==> config.mk <==
export PLATFORM = sky130hd
export DESIGN_NAME = vga_timing_engine
export DESIGN_NICKNAME = d
export VERILOG_FILES = /design/src/rtl/vga_timing_engine.sv
export SDC_FILE = /design/constraint.sdc
export NUM_CORES = 1
export LEC_CHECK = 0
export CAP_MARGIN = 0
export CORE_ASPECT_RATIO = 2
export CORE_MARGIN = 4
export CORE_UTILIZATION = 60
export CTS_BUF_LIST = sky130_fd_sc_hd__clkbuf_4 sky130_fd_sc_hd__clkbuf_8 sky130_fd_sc_hd__clkbuf_16
export DETAILED_ROUTE_END_ITERATION = 10
export DONT_BUFFER_PORTS = 1
export PLACE_DENSITY = 0.78
export REMOVE_ABC_BUFFERS = 1
export SLEW_MARGIN = 20
export SYNTH_ARGS = -nofsm -noshare
export SYNTH_HDL_FRONTEND = slang
export SYNTH_SLANG_ARGS = --single-unit
==> constraint.sdc <==
create_clock -name clk -period 2.1 [get_ports clk]
set_input_delay 0.105 -clock clk [delete_from_list [all_inputs] [get_ports clk]]
set_output_delay 0.105 -clock clk [all_outputs]
set_load 0.02 [all_outputs]
==> src/rtl/vga_timing_engine.sv <==
// VGA raster timing generator: h/v counters, a pixel request/coordinate port for a
// latency-PIPE_LAT colour provider, and a flag delay line that aligns sync/strobes with RGB.
module vga_timing_engine #(
    parameter int H_ACTIVE  = 640,
    parameter int H_FP      = 16,
    parameter int H_SYNC    = 96,
    parameter int H_BP      = 48,
    parameter int V_ACTIVE  = 480,
    parameter int V_FP      = 10,
    parameter int V_SYNC    = 2,
    parameter int V_BP      = 33,
    parameter int HSYNC_POL = 1,
    parameter int VSYNC_POL = 1,
    parameter int PIPE_LAT  = 1,
    parameter int CW        = 16,
    parameter int CDW       = 8
) (
    input  logic             clk,
    input  logic             rst,
    input  logic             pix_en,
    input  logic             blank,
    output logic             req,
    output logic [CW-1:0]    x,
    output logic [CW-1:0]    y,
    input  logic [3*CDW-1:0] color,
    output logic [CDW-1:0]   red,
    output logic [CDW-1:0]   green,
    output logic [CDW-1:0]   blue,
    output logic             de,
    output logic             hsync,
    output logic             vsync,
    output logic             sof,
    output logic             eol
);

    localparam int H_TOTAL = H_ACTIVE + H_FP + H_SYNC + H_BP;
    localparam int V_TOTAL = V_ACTIVE + V_FP + V_SYNC + V_BP;
    localparam int LAST    = PIPE_LAT - 1;

    if (H_TOTAL >= (1 << CW)) begin : g_h_range
        $error("H_TOTAL does not fit in CW bits");
    end
    if (V_TOTAL >= (1 << CW)) begin : g_v_range
        $error("V_TOTAL does not fit in CW bits");
    end
    if (PIPE_LAT < 1 || PIPE_LAT > 8) begin : g_lat_range
        $error("PIPE_LAT must be in 1..8");
    end

    localparam logic [CW-1:0] H_LAST   = CW'(H_TOTAL - 1);
    localparam logic [CW-1:0] V_LAST   = CW'(V_TOTAL - 1);
    localparam logic [CW-1:0] H_ACT    = CW'(H_ACTIVE);
    localparam logic [CW-1:0] V_ACT    = CW'(V_ACTIVE);
    localparam logic [CW-1:0] H_EOL    = CW'(H_ACTIVE - 1);
    localparam logic [CW-1:0] HS_START = CW'(H_ACTIVE + H_FP);
    localparam logic [CW-1:0] HS_END   = CW'(H_ACTIVE + H_FP + H_SYNC);
    localparam logic [CW-1:0] VS_START = CW'(V_ACTIVE + V_FP);
    localparam logic [CW-1:0] VS_END   = CW'(V_ACTIVE + V_FP + V_SYNC);
    localparam logic          HS_ON    = (HSYNC_POL != 0);
    localparam logic          VS_ON    = (VSYNC_POL != 0);

    logic [CW-1:0] h;
    logic [CW-1:0] v;
    logic          raw_de;
    logic          raw_hs;
    logic          raw_vs;
    logic          raw_sof;
    logic          raw_eol;
    logic [4:0]    raw_flags;
    logic          gate;

    // Flag stages, bit order {de, hs, vs, sof, eol}; the output registers form the final stage.
    logic [4:0]    stg [PIPE_LAT];

    always_ff @(posedge clk or posedge rst) begin
        if (rst) begin
            h <= '0;
            v <= '0;
        end else if (pix_en) begin
            if (h == H_LAST) begin
                h <= '0;
                v <= (v == V_LAST) ? '0 : v + 1'b1;
            end else begin
                h <= h + 1'b1;
            end
        end
    end

    assign raw_de    = (h < H_ACT) && (v < V_ACT);
    assign raw_hs    = (h >= HS_START) && (h < HS_END);
    assign raw_vs    = (v >= VS_START) && (v < VS_END);
    assign raw_sof   = (h == '0) && (v == '0);
    assign raw_eol   = (h == H_EOL) && (v < V_ACT);
    assign raw_flags = {raw_de, raw_hs, raw_vs, raw_sof, raw_eol};

    assign req = raw_de;
    assign x   = raw_de ? h : '0;
    assign y   = raw_de ? v : '0;

    // Blank gates both the colour and de at the edge that registers them.
    assign gate = stg[LAST][4] && !blank;

    always_ff @(posedge clk or posedge rst) begin
        if (rst) begin
            for (int i = 0; i < PIPE_LAT; i++) begin
                stg[i] <= '0;
            end
            red   <= '0;
            green <= '0;
            blue  <= '0;
            de    <= 1'b0;
            hsync <= ~HS_ON;
            vsync <= ~VS_ON;
            sof   <= 1'b0;
            eol   <= 1'b0;
        end else if (pix_en) begin
            stg[0] <= raw_flags;
            for (int i = 1; i < PIPE_LAT; i++) begin
                stg[i] <= stg[i-1];
            end
            {red, green, blue} <= color & {(3*CDW){gate}};
            de    <= gate;
            hsync <= stg[LAST][3] ? HS_ON : ~HS_ON;
            vsync <= stg[LAST][2] ? VS_ON : ~VS_ON;
            sof   <= stg[LAST][1];
            eol   <= stg[LAST][0];
        end
    end

endmodule

# After elaboration in Yosys (flattened, before gate mapping)
# Cells that the tools add are included.
[totals]
reg_bits = 66
input_bits = 28
out_inout_bits = 62
elab_cells = 39
[classes]
addsub = 2
order_cmp = 6
eq_ne = 3
n_mux = 6
bitwise_logic = 1
reduce_logical = 10
[op_table]
columns = ["op", "count"]
rows = [
  ["two-way mux 16 bit", 4],
  ["== test 16 x 10 -> 1 bit (second input constant)", 3],
  ["adder 16 x 1 -> 16 bit (second input constant)", 2],
  ["zero test 16 bit", 2],
  ["less-than comparator 16 x 10 -> 1 bit (second input constant)", 2],
  ["less-than comparator 16 x 9 -> 1 bit (second input constant)", 2],
  ["bitwise AND 24 bit", 1],
  ["greater-or-equal comparator 16 x 10 -> 1 bit (second input constant)", 1],
  ["greater-or-equal comparator 16 x 9 -> 1 bit (second input constant)", 1],
  ["logical AND 1 bit", 6],
  ["two-way mux 1 bit", 2],
  ["AND reduction 2 bit", 1],
  ["zero test 1 bit", 1],
]

# Depth between registers and ports, before layout
[logic_depth]
word_depth = 3
depth_mapped = 8
depth_no_buf = 7

# Worst setup path before layout
# OpenSTA, ideal clock, no wires.
[synth_path]
path_kind = "reg2out"
start = "reg h[14]"
end = "out y[0]"
arrival_ns = 1.904
required_ns = 1.995
slack_ns = 0.091
stages_incl_launch_ff = 7
n_path_buf = 1
path_cell_list = "dfrtp_1 -> or4_4 -> nor3_4 -> nand4_1 -> a21oi_1 -> buf_2 -> and2_1"
[synth_between]
elab_chain_len = 3
[synth_lines]
columns = ["item", "line", "source"]
rows = [
  ["from (decl)", "62", "logic [CW-1:0] h;"],
  ["from (signal assigned)", "84", "h <= h + 1'b1;"],
  ["less-than comparator 16 x 10 -> 1 bit", "89", "assign raw_de = (h < H_ACT) && (v < V_ACT);"],
  ["logical AND 1 bit", "89", ""],
  ["named net req", "22", "output logic req,"],
  ["two-way mux 16 bit", "98", "assign y = raw_de ? v : '0;"],
  ["to (decl)", "24", "output logic [CW-1:0] y,"],
]
# The timed path passes the listed nets, and every way through them passes these cells.

# Worst setup path in the final report
[layout_path]
start = "reg h[14]"
end = "out y[4]"
[layout_between]
elab_chain_len = 3
[layout_lines]
columns = ["item", "line"]
rows = [
  ["less-than comparator 16 x 10 -> 1 bit", "89"],
  ["logical AND 1 bit", "89"],
  ["two-way mux 16 bit", "98"],
]
# No other way between the ends.

==> impl_results.md <==
- Hold_ws: around 0.16 ns
- Ant. Diodes: 0
- Syn Area/Cell: about 10 um^2
- Final setup violation count: 20
- Failing checks: setup timing
- Area growth, synth to finish: 23.57%
- Min-delay worst type: primary input to flop
- Die Width: 59.78 um
- Synth warn: 0
- Vias: ~2,600
- Worst setup SP type: flop
- Synth Cell Area: about 3200 um^2
- Post-synthesis register bit count: between 60 and 70
- Max-cap violation count: 0
- Skew-Pair Late Insertion Delay: roughly 0.33 ns
- Crit path kind: flop to output pin
- Grt total ovfl: 0
- Num CTS Buffers: 9
- Slew HR: 0.6155
- Die H: roughly 110 um
- F_max: between 400 and 500 MHz
- Final wirelength: 8510 um
- Routability congestion estimate: a little over 0.9
- Crit path DAT: 2.15 ns
- Deepest clock path buffer count: 2
- Synth area leader: dfrtp_1
- Count of antenna-violating nets left after detailed routing: 0
- Clk pin slew, worst setup/hold paths: 0.07 ns
- Power density over the cells: 829.3 nW/um^2
- Num rows: 37
- Vias per Instance: between 6 and 7
- Mux cell area share after synthesis: 0.02061
- DRC viols: 0
- Drt initial violations: 214
- Most frequent cell after synthesis: dfrtp_1
- TritonCTS clock tree: done
- Worst setup EP type: output pin
- Vias in the first global route: 2,759
- Die ar.: approximately 6700 um^2
- Max VDD drop: approximately 0.00087 V
- Synth Area in Adders: 0.01945
- Yosys top cell area share: 0.5134
- Gate Count Post-Synth: about 310
- Placed Instances: between 300 and 400
- Post-route clock period utilization: 1.073
- Area contributors post-synth: dfrtp_1 (51%), a22o_1 (7.4%), and2_1 (4.3%)
- GRT Total Usage: 0.2681
- Unrepaired setup endpoints after global routing: yes
- Largest family of logic cells by synthesized area: simple AND/OR/NAND/NOR gates
- DPL Wire Length: 5562 um
- Max Slew Vio Count: 0
- Final min period: 2.253 ns
- Hold Vio Cnt, Final: 0
- I/O Buffers: 0
- Synth Area in Simple Gates: 0.2065
- Pin count of the biggest net entering global routing: 67
- Clock sinks: 66
- First-pass GRT wire length: 13,460 um
- Layout Cells excl Fill: about 430
- Core Area: around 5200 um^2
- Final Skew: around 0.0054 ns
- Xor/xnor cell area share of the yosys netlist: 0.04629
- Nets@finish: around 400
- Least-Margin Pin Slew: between 0.5 and 0.6 ns
- Antenna violations before repair: 0
- Main synth FF type: dfrtp_1
- H-tree depth: 3
- Placed cell area: 3402 um^2
- Worst setup margin: -0.1525 ns
- Ys async rst share: 1.000
- Post-synth top cells: dfrtp_1 (66), a22o_1 (27), and2_1 (22)
- Final Core Density: 0.7667
- Share of layout cells above drive strength 1: 0.2234
- Post-synth EDFFs: 0
- Root Buffer: clkbuf_8
- Worst Path Required: about 2.0 ns
- Worst-path fanout max: 12
- Seq/Total Area, Yosys: 0.5134
- Status: finished with violations
- Pre-antenna DRT Iters: 4
- Complex-gate fraction of the synthesized area: 0.1287
- Initial Util: 0.6204
- Synth unique cells: 41
- Finished layout cell area: about 4000 um^2
- WL/cell: 20.02 um
- I/O pins: 90
- Leakage: around 1.9 nW
sequential cells by signal (all words and copies together) (netlist names):
name   count
sof        1
vsync      1
hsync      1
red        8
eol        1
h         16
stg        5
v         16
de         1
green      8
blue       8
layout make-up:
class | instances | area [um^2]
clock inverters | 5 | 52.55
fillers | 331 | 1210
well taps | 58 | 72.57
clock buffers | 11 | 151.4
repair buffers | 57 | 525.5
multi-input cells | 219 | 1485
inverters | 9 | 33.78
flip-flops and latches | 66 | 1654
power breakdown:
group	internal, mW	leakage, nW	switching (mW)
registers	1.38	0.877	0.162
logic	0.303	0.881	0.390
clock network	0.606	0.105	0.454
total	2.29	1.86	1.01
cell usage in the layout, fill, tap and decap left out, types with 3 or more instances in the layout:
master / instances
and2_4: 18
and3_1: 3
mux2_2: 5
a21o_1: 4
dfrtp_1: 64
xnor2_1: 9
clkbuf_8: 11
nor2_1: 21
nand4_1: 16
inv_1: 7
conb_1: 13
a22o_1: 27
o31ai_1: 6
buf_4: 27
and2_1: 4
xor2_1: 8
clkinv_2: 3
nand3_1: 12
o21ai_1: 13
ha_1: 4
nand2_1: 17
dlygate4sd3_1: 26
nor4_1: 5
nor3_1: 10
final timing paths:
path,startpoint,end,slack [ns],cells after the start
worst max-delay path,h[14]$_DFFE_PP0P_,y[4],-0.15,6
worst min-delay path,pix_en,stg[0]$_DFFE_PP0P_,0.16,2
worst max register to register,v[1]$_DFFE_PP0P_,v[12]$_DFFE_PP0P_,0.07,6
worst min register to register,stg[0]$_DFFE_PP0P_,stg[0]$_DFFE_PP0P_,0.50,1
max in group asynchronous,rst,h[11]$_DFFE_PP0P_,1.53,3
min in group asynchronous,rst,v[4]$_DFFE_PP0P_,0.29,3
worst max-delay path, cell delays in order, from the launching register on:
cell and delay [ns]:
dfrtp_1 0.38, or4_4 0.54, nor3_4 0.14, nand4_1 0.18, a21oi_4 0.22, buf_12 0.16, and2_4 0.19
through the flow:
step / power (mW) / worst slack [ns] / TNS, ns
after floorplan: 1.939 / -0.4205 / -8.022
after global routing: 3.443 / -0.2808 / -5.402
after CTS: 3.291 / -0.1797 / -3.383
after global placement: 2.104 / 0.08682 / 0
final: 3.296 / -0.1525 / -2.739
after detailed placement: 2.129 / 0.06303 / 0
per-layer routing:
metal  track usage  share of wire
met1        0.2921           0.35
met2        0.4653           0.55
met3       0.06265          0.069
met4        0.1272          0.034
met5             0              0
timing repair:
action | 4_1_cts | 5_1_grt
setup buffers | 2 | 1
setup endpoints to repair | 20 | 23
cloned | 0 | 0
hold buffers | 26 | 0
pin swaps | 3 | 2
resized for setup | 38 | 8
endpoints found under the hold margin | 101 | 0
cells by family (layout without fill, tap and decap cells):
family,Yosys count,in the layout
compound gates,56,56
other cells,1,13
flops,66,66
buf+inv,40,82
fa+ha+maj,5,5
simple gates,122,122
mux,6,6
xor+xnor,17,17
Power figures use the tool's default switching activity.
